<file path="config.mk">
export PLATFORM = sky130hd
export DESIGN_NAME = load_store_unit
export DESIGN_NICKNAME = d
export VERILOG_FILES = /design/src/rtl/load_store_unit.sv
export SDC_FILE = /design/constraint.sdc
export NUM_CORES = 1
export LEC_CHECK = 0
export BUFFER_PORTS_ARGS = -buffer_cell sky130_fd_sc_hd__buf_2
export CELL_PAD_IN_SITES_DETAIL_PLACEMENT = 0
export CELL_PAD_IN_SITES_GLOBAL_PLACEMENT = 1
export CORE_MARGIN = 2
export CORE_UTILIZATION = 39
export CTS_CLUSTER_SIZE = 28
export DETAILED_ROUTE_END_ITERATION = 8
export PLACE_DENSITY_LB_ADDON = 0.1
export SLEW_MARGIN = 15
export SYNTH_ARGS = -nofsm -noshare
export SYNTH_HDL_FRONTEND = slang
export SYNTH_SLANG_ARGS = --single-unit
export TNS_END_PERCENT = 10
</file>
<file path="constraint.sdc">
create_clock -name clock -period 4.3 [get_ports clock]
set_clock_uncertainty 0.2 [all_clocks]
set_input_delay 0.43 -clock clock [delete_from_list [all_inputs] [get_ports clock]]
set_output_delay 0.43 -clock clock [all_outputs]
set_load 0.005 [all_outputs]
</file>
<file path="src/rtl/load_store_unit.sv">
// ============================================================================
// load_store_unit : RV32I byte/half/word load-store sequencer for a sync word RAM
// Optional LSU_MISALIGN_TRAP_EN makes misaligned H/HU/W accesses illegal.
// Revision: 1.0 - initial release
// ============================================================================
`default_nettype none

module load_store_unit #(
  parameter int AW = 5
) (
  input  logic        clock,
  input  logic        nReset,
  input  logic        req,
  input  logic        we,
  input  logic [2:0]  funct3,
  input  logic [31:0] addr,
  input  logic [31:0] wdata,
  output logic        busy,
  output logic        done,
  output logic [31:0] rdata,
  output logic        err,
  output logic        ramR,
  output logic        ramW,
  output logic [31:0] ramAddr,
  output logic [31:0] ramDataW,
  input  logic [31:0] ramDataR
);

  typedef enum logic [2:0] {
    IDLE = 3'd0,
    RD   = 3'd1,
    MRG  = 3'd2,
    WR   = 3'd3,
    CAP  = 3'd4,
    ERR  = 3'd5
  } state_t;

  state_t      r_state;
  state_t      w_state_nxt;
  logic        r_we;
  logic [2:0]  r_funct3;
  logic [1:0]  r_off;
  logic [15:0] r_wdata;
  logic        w_accept;
  logic        w_illegal;
  logic [7:0]  w_byte;
  logic [15:0] w_half;
  logic [31:0] w_loaded;
  logic [31:0] w_merged;
  logic        w_unused;

  assign w_accept = (r_state == IDLE) && req;
  assign w_unused = ^addr[31:AW+2];

`ifdef LSU_MISALIGN_TRAP_EN
  assign w_illegal = (funct3 == 3'b011) || (funct3[2:1] == 2'b11) ||
                     (we && funct3[2]) ||
                     ((funct3[1:0] == 2'b01) && addr[0]) ||
                     ((funct3 == 3'b010) && (addr[1:0] != 2'b00));
`else
  assign w_illegal = (funct3 == 3'b011) || (funct3[2:1] == 2'b11) ||
                     (we && funct3[2]);
`endif

  always_ff @(posedge clock or negedge nReset) begin
    if (!nReset) r_state <= IDLE;
    else         r_state <= w_state_nxt;
  end

  always_comb begin
    w_state_nxt = r_state;
    busy        = (r_state != IDLE);
    ramR        = (r_state == RD);
    ramW        = (r_state == WR);
    case (r_state)
      IDLE: if (req) begin
        if (w_illegal)                     w_state_nxt = ERR;
        else if (we && funct3 == 3'b010)   w_state_nxt = WR;
        else                               w_state_nxt = RD;
      end
      RD:      w_state_nxt = r_we ? MRG : CAP;
      MRG:     w_state_nxt = WR;
      WR:      w_state_nxt = IDLE;
      CAP:     w_state_nxt = IDLE;
      ERR:     w_state_nxt = IDLE;
      default: w_state_nxt = IDLE;
    endcase
  end

  // Words and halves ignore the low offset bits unless the trap build rejects them.
  always_comb begin
    w_byte   = ramDataR[{r_off, 3'b000} +: 8];
    w_half   = r_off[1] ? ramDataR[31:16] : ramDataR[15:0];
    w_loaded = ramDataR;
    case (r_funct3[1:0])
      2'b00:   w_loaded = {{24{w_byte[7] & ~r_funct3[2]}}, w_byte};
      2'b01:   w_loaded = {{16{w_half[15] & ~r_funct3[2]}}, w_half};
      default: w_loaded = ramDataR;
    endcase
  end

  always_comb begin
    w_merged = ramDataR;
    if (r_funct3[1:0] == 2'b00) w_merged[{r_off, 3'b000} +: 8]   = r_wdata[7:0];
    else                        w_merged[{r_off[1], 4'b0000} +: 16] = r_wdata;
  end

  always_ff @(posedge clock or negedge nReset) begin
    if (!nReset) begin
      done     <= 1'b0;
      err      <= 1'b0;
      rdata    <= 32'd0;
      ramAddr  <= 32'd0;
      ramDataW <= 32'd0;
      r_we     <= 1'b0;
      r_funct3 <= 3'd0;
      r_off    <= 2'd0;
      r_wdata  <= 16'd0;
    end else begin
      done <= (r_state == WR) || (r_state == CAP) || (r_state == ERR);
      err  <= (r_state == ERR);
      if (w_accept) begin
        r_we     <= we;
        r_funct3 <= funct3;
        r_off    <= addr[1:0];
        r_wdata  <= wdata[15:0];
        ramAddr  <= {{(32-AW){1'b0}}, addr[AW+1:2]};
        if (we) ramDataW <= wdata;
      end
      if (r_state == MRG) ramDataW <= w_merged;
      if (r_state == CAP) rdata    <= w_loaded;
    end
  end

endmodule

`default_nettype wire

</file>
Word-level counts from Yosys, hierarchy flattened
Index checks and enable logic that the tools add are counted.

cells by class
  multiplexer cells = 13
  bitwise operators = 3
  equality and inequality tests = 10
  reduce and logical (&&, ||, !) cells = 13
  shifts and indexed selects = 5
  $add $sub $neg = 2

operator list
  kind                                                                      number
  32-bit 2-to-1 mux                                                         4
  32-bit bitwise mux                                                        2
  32-bit case mux with 2 select lines                                       1
  16-bit by 7-bit variable shift with 32-bit output (first input constant)  1
  8-bit by 7-bit variable shift with 32-bit output (first input constant)   1
  16-bit by 7-bit variable part select with 32-bit output                   1
  32-bit by 6-bit variable part select with 8-bit output                    1
  8-bit by 7-bit variable part select with 32-bit output                    1
  16-bit 2-to-1 mux                                                         1
  5-bit negator with 7-bit output                                           2
  3-bit by 2-bit equality test with 1-bit output (second input constant)    4
  3-bit 2-to-1 mux                                                          3
  3-bit case mux with 3 select lines                                        1
  3-bit equality test (second input constant)                               2
  1-bit logical OR                                                          4
  2-bit nonzero test                                                        2
  3-bit by 1-bit equality test with 1-bit output (second input constant)    1
  1-bit logical AND                                                         3
  3-bit logical NOT                                                         1
  3-bit nonzero test                                                        1
  1-bit bitwise AND                                                         2
  2-bit by 1-bit equality test with 1-bit output (second input constant)    1
  2-bit equality test (second input constant)                               1
  2-bit logical NOT                                                         1
  4 further kinds                                                           4

storage, ports and cells
  bits in registers = 96

Depth between registers and ports, before layout
  depth in word-level cells = 6
  gate-level depth with buffers = 9

Worst setup path before layout
OpenSTA, ideal clock, no wires.

  path kind = flip-flop to flip-flop
  start point = register r_off[1]
  end point = register ramDataW[15]
  arrival = 2.048 ns
  cell stages (with the launch flop) = 10
  slack = 1.983 ns
  setup time = 0.069 ns
  path buffers = 3
  cells stage by stage = dfrtp_1 > buf_2 > inv_1 > ha_1 > or3b_2 > clkbuf_1 > clkbuf_1 > o22ai_1 > o21ai_0 > nand3_1

between the ends
  word-level cells in the longest chain between the ends = 5

RTL lines
  item                                                                             line      RTL
  start: declaration                                                               42        logic [1:0] r_off;
  start signal: assignment                                                         125       r_off <= addr[1:0];
  5-bit negator with 7-bit output (on tied branches)                               105, 104
  16-bit by 7-bit variable part select with 32-bit output (tied with other cells)  105       else w_merged[{r_off[1], 4'b0000} +: 16] = r_wdata;
  32-bit bitwise mux (on tied branches)                                            105, 104
  32-bit 2-to-1 mux (*)                                                            104       if (r_funct3[1:0] == 2'b00) w_merged[{r_off, 3'b000} +: 8] = r_wdata[7:0];
  32-bit 2-to-1 mux (*)                                                            130       if (r_state == MRG) ramDataW <= w_merged;
  end signal: assignment                                                           128       if (we) ramDataW <= wdata;
  end signal: assignment                                                           130
  end: declaration                                                                 25        output logic [31:0] ramDataW,

Every way passes the cells marked *; elsewhere a longest branch is shown, timed or not.
A chain may end at the register's enable or synchronous reset.

Final worst setup path
  start point = register r_funct3[1]
  end point = register ramDataW[5]

between the ends
  word-level cells in the longest chain between the ends = 3

RTL lines
  item                      line  RTL
  start: declaration        41    logic [2:0] r_funct3;
  start signal: assignment  124   r_funct3 <= funct3;
  2-bit logical NOT         104
  32-bit 2-to-1 mux         104
  32-bit 2-to-1 mux         130

No other way between the ends.

==> summary.txt <==
Clock network
  • Clk sinks: 96
  • CTS root buffer: clkbuf_16
  • Clock Latency Late Sink: 350 ps
  • CTS tree: built
  • Max clock buf depth: 2
  • Setup Fix Bufs, Post-CTS: 0
  • TritonCTS Buffers: 9
  • Post-CTS sizing: 0
  • Number of hold buffers added after cts: 0
  • Worst-path clk slew: 60 ps
  • H-Tree Depth: 3

Place
  • Area after DPL: 6160 um2
  • DP Wirelength: 12.0 mm
  • PortBufs: 151
  • Final GP Congestion: 0.848

Yosys
  • Yosys reg bits: 96
  • Synth Cell Area: 5430 um2
  • Mean Syn Cell Area: 9.25 um2
  • Synth Area in Compound Gates: 15.2%
  • Share of the synthesized area in the top cell type: 44.2%
  • Post-synthesis mux area share: 9.56%
  • Ranking of synthesized cells by area: dfrtp_1 44%, nand3_1 6.5%, mux2_2 6.4%
  • Synth Area in Simple Gates: 20.7%
  • Seq/Total Area, Yosys: 44.2%
  • Post-synth EDFFs: 0
  • Adder-Cell Fraction of Synth Area: 1.15%
  • Xor and xnor area share after synthesis: 0%
  • Cell variety after synth: 50
  • Yosys warns: 0
  • Mapped Cells: 587
  • Fraction of registers with async set/reset: 100%
  • Post-synth top area cell: dfrtp_1
  • Largest family of logic cells by synthesized area: simple AND/OR/NAND/NOR gates
  • Synth Flop Type: dfrtp_1

Global routing
  • Overflow left after global routing: 0
  • First-pass GRT wire length: 25.3 mm
  • Number of global-route vias before repair: 4493
  • Pin count of the biggest net entering global routing: 70
  • Initial antenna violation count: 0
  • GRT Overall Usage: 22.5%

Floorplan
  • Initial Util: 39.6%
  • Full die area: 14900 um2
  • Die Wd: 122 um
  • Ports: 204
  • Std cell rows: 43
  • Placeable Area: 13700 um2
  • Die height: 122 um

STA
  • Fmax: 0.357 GHz
  • Minimum clock period: 2800 ps
  • RSZ-0062 raised after global routing: no
  • Final-report hold violation count: 3
  • Hold slack: -6.98 ps
  • Final setup viols: 0
  • Fin Setup TNS: 0 ps
  • Final period utilization: 65.1%
  • Final Slew Violations: 0
  • Worst Tran Pin Value: 1070 ps
  • Worst slew margin: 28.3%

Final layout
  • # nets final: 816
  • ANT cells: 0
  • Fin util: 47.2%
  • Area Overhead vs Synth: 19.2%
  • Design area: 6470 um2
  • Share of cells above drive strength 1: 31.8%

Run
  • Max-Cap Viols: 0

Drt
  • Drt pass-1 iters: 7
  • DR WL/cell: 18.9 um
  • First-iteration detailed-routing DRC count: 370
  • # DRC: 0
  • Avg Vias per Cell: 5.53
  • DR vias: 4935
  • Post-Route WL: 16.8 mm
  • Post-route antenna net violation count: 0

Critical path
  • WP data required: 4360 ps
  • Crit end category: flop
  • CP startpoint kind: flop
  • CP Class: flop to flop
  • Largest fanout on the critical path: 18
  • WP data arrival: 2860 ps

Pwr
  • Final total power: 4.77 mW
  • Pwr/cell area: 737 nW/um2
  • Leakage: 3.05 nW
  • Peak VDD IR: 0.219 mV

Outcome
  • Failing checks: hold timing
  • Status: finished, violations left

Hold path
  • HP Class: input pin to asynchronous set/reset pin
layer usage:
layer	part of all wire, %	GRT usage [%]	up-vias
met5	0	0	-
met2	48	36.4	168
met1	44	30.6	2437
li1	-	-	2309
met4	1.7	7.69	0
met3	5.8	3.65	21
Yosys cell counts, types with 10 or more instances:
library cell,count
mux2_2,31
a221oi_1,16
o21ai_0,29
nand3_2,10
buf_4,27
nor3_1,25
mux2i_1,17
o22ai_1,16
dfrtp_1,96
nand2_1,54
a21oi_1,31
nor2_1,30
inv_1,20
clkbuf_1,35
nand3_1,70
kinds of logic after synthesis:
| family | after synthesis |
|---|---|
| fa+ha+maj | 5 |
| other cells | 1 |
| flops | 96 |
| mux | 48 |
| simple gates | 217 |
| buf+inv | 96 |
| compound gates | 124 |
layout make-up:
cell class              count  area (um2)
clock buffers              13         260
clock inverters             3        40.0
fillers                  1366        7250
inverters                  21        78.8
multi-input cells         421        2650
flip-flops and latches     96        2400
well taps                 180         225
repair buffers            159         818
layout by cell type, fill, tap and decap left out, types with 17 or more instances in the layout:
cell and instances:
buf_2 150, dfrtp_1 96, nand3_1 70, nand2_1 53
a21oi_1 31, mux2_2 31, nor2_1 30, o21ai_0 29
conb_1 27, nor3_1 25, inv_1 20, mux2i_1 17
worst max-delay path, cell delays in order (launching register included):
cell and delay, ps:
dfrtp_1 600, buf_4 320, nor2_1 350, mux2i_1 750
a221oi_1 230, nor3_1 250
sequential cells by signal, summed over array words and instances, names as in the netlist:
signal / cells
r_we: 1
done: 1
ramAddr: 5
r_off: 2
rdata: 32
err: 1
r_state: 3
r_wdata: 16
r_funct3: 3
ramDataW: 32
through the flow:
stage	instances	setup WS, ps
2_1_floorplan	613	1980
3_3_place_gp	877	1380
3_5_place_dp	877	1290
4_1_cts	893	1260
5_1_grt	893	1380
6_report	893	1500
power breakdown:
part           total, mW  internal [mW]  switching [mW]
registers           1.76           1.35           0.405
logic               2.20          0.976            1.22
clock network      0.817          0.481           0.336
worst paths after layout:
kind | from | endpoint | slack [ps] | depth (start not counted)
setup reg to reg | r_funct3[1]$_DFFE_PN0P_ | ramDataW[5]$_DFFE_PN0P_ | 1500 | 5
setup / recovery | r_funct3[1]$_DFFE_PN0P_ | ramDataW[5]$_DFFE_PN0P_ | 1500 | 5
min in group clock | addr[0] | r_off[0]$_DFFE_PN0P_ | 90 | 3
hold / removal | nReset | ramAddr[3]$_DFFE_PN0P_ | -7 | 1
max in group asynchronous | nReset | r_state[0]$_DFFE_PN0P_ | 2970 | 2
hold reg to reg | rdata[29]$_DFFE_PN0N_ | rdata[29]$_DFFE_PN0N_ | 290 | 2
(Power assumes the default switching activity.)
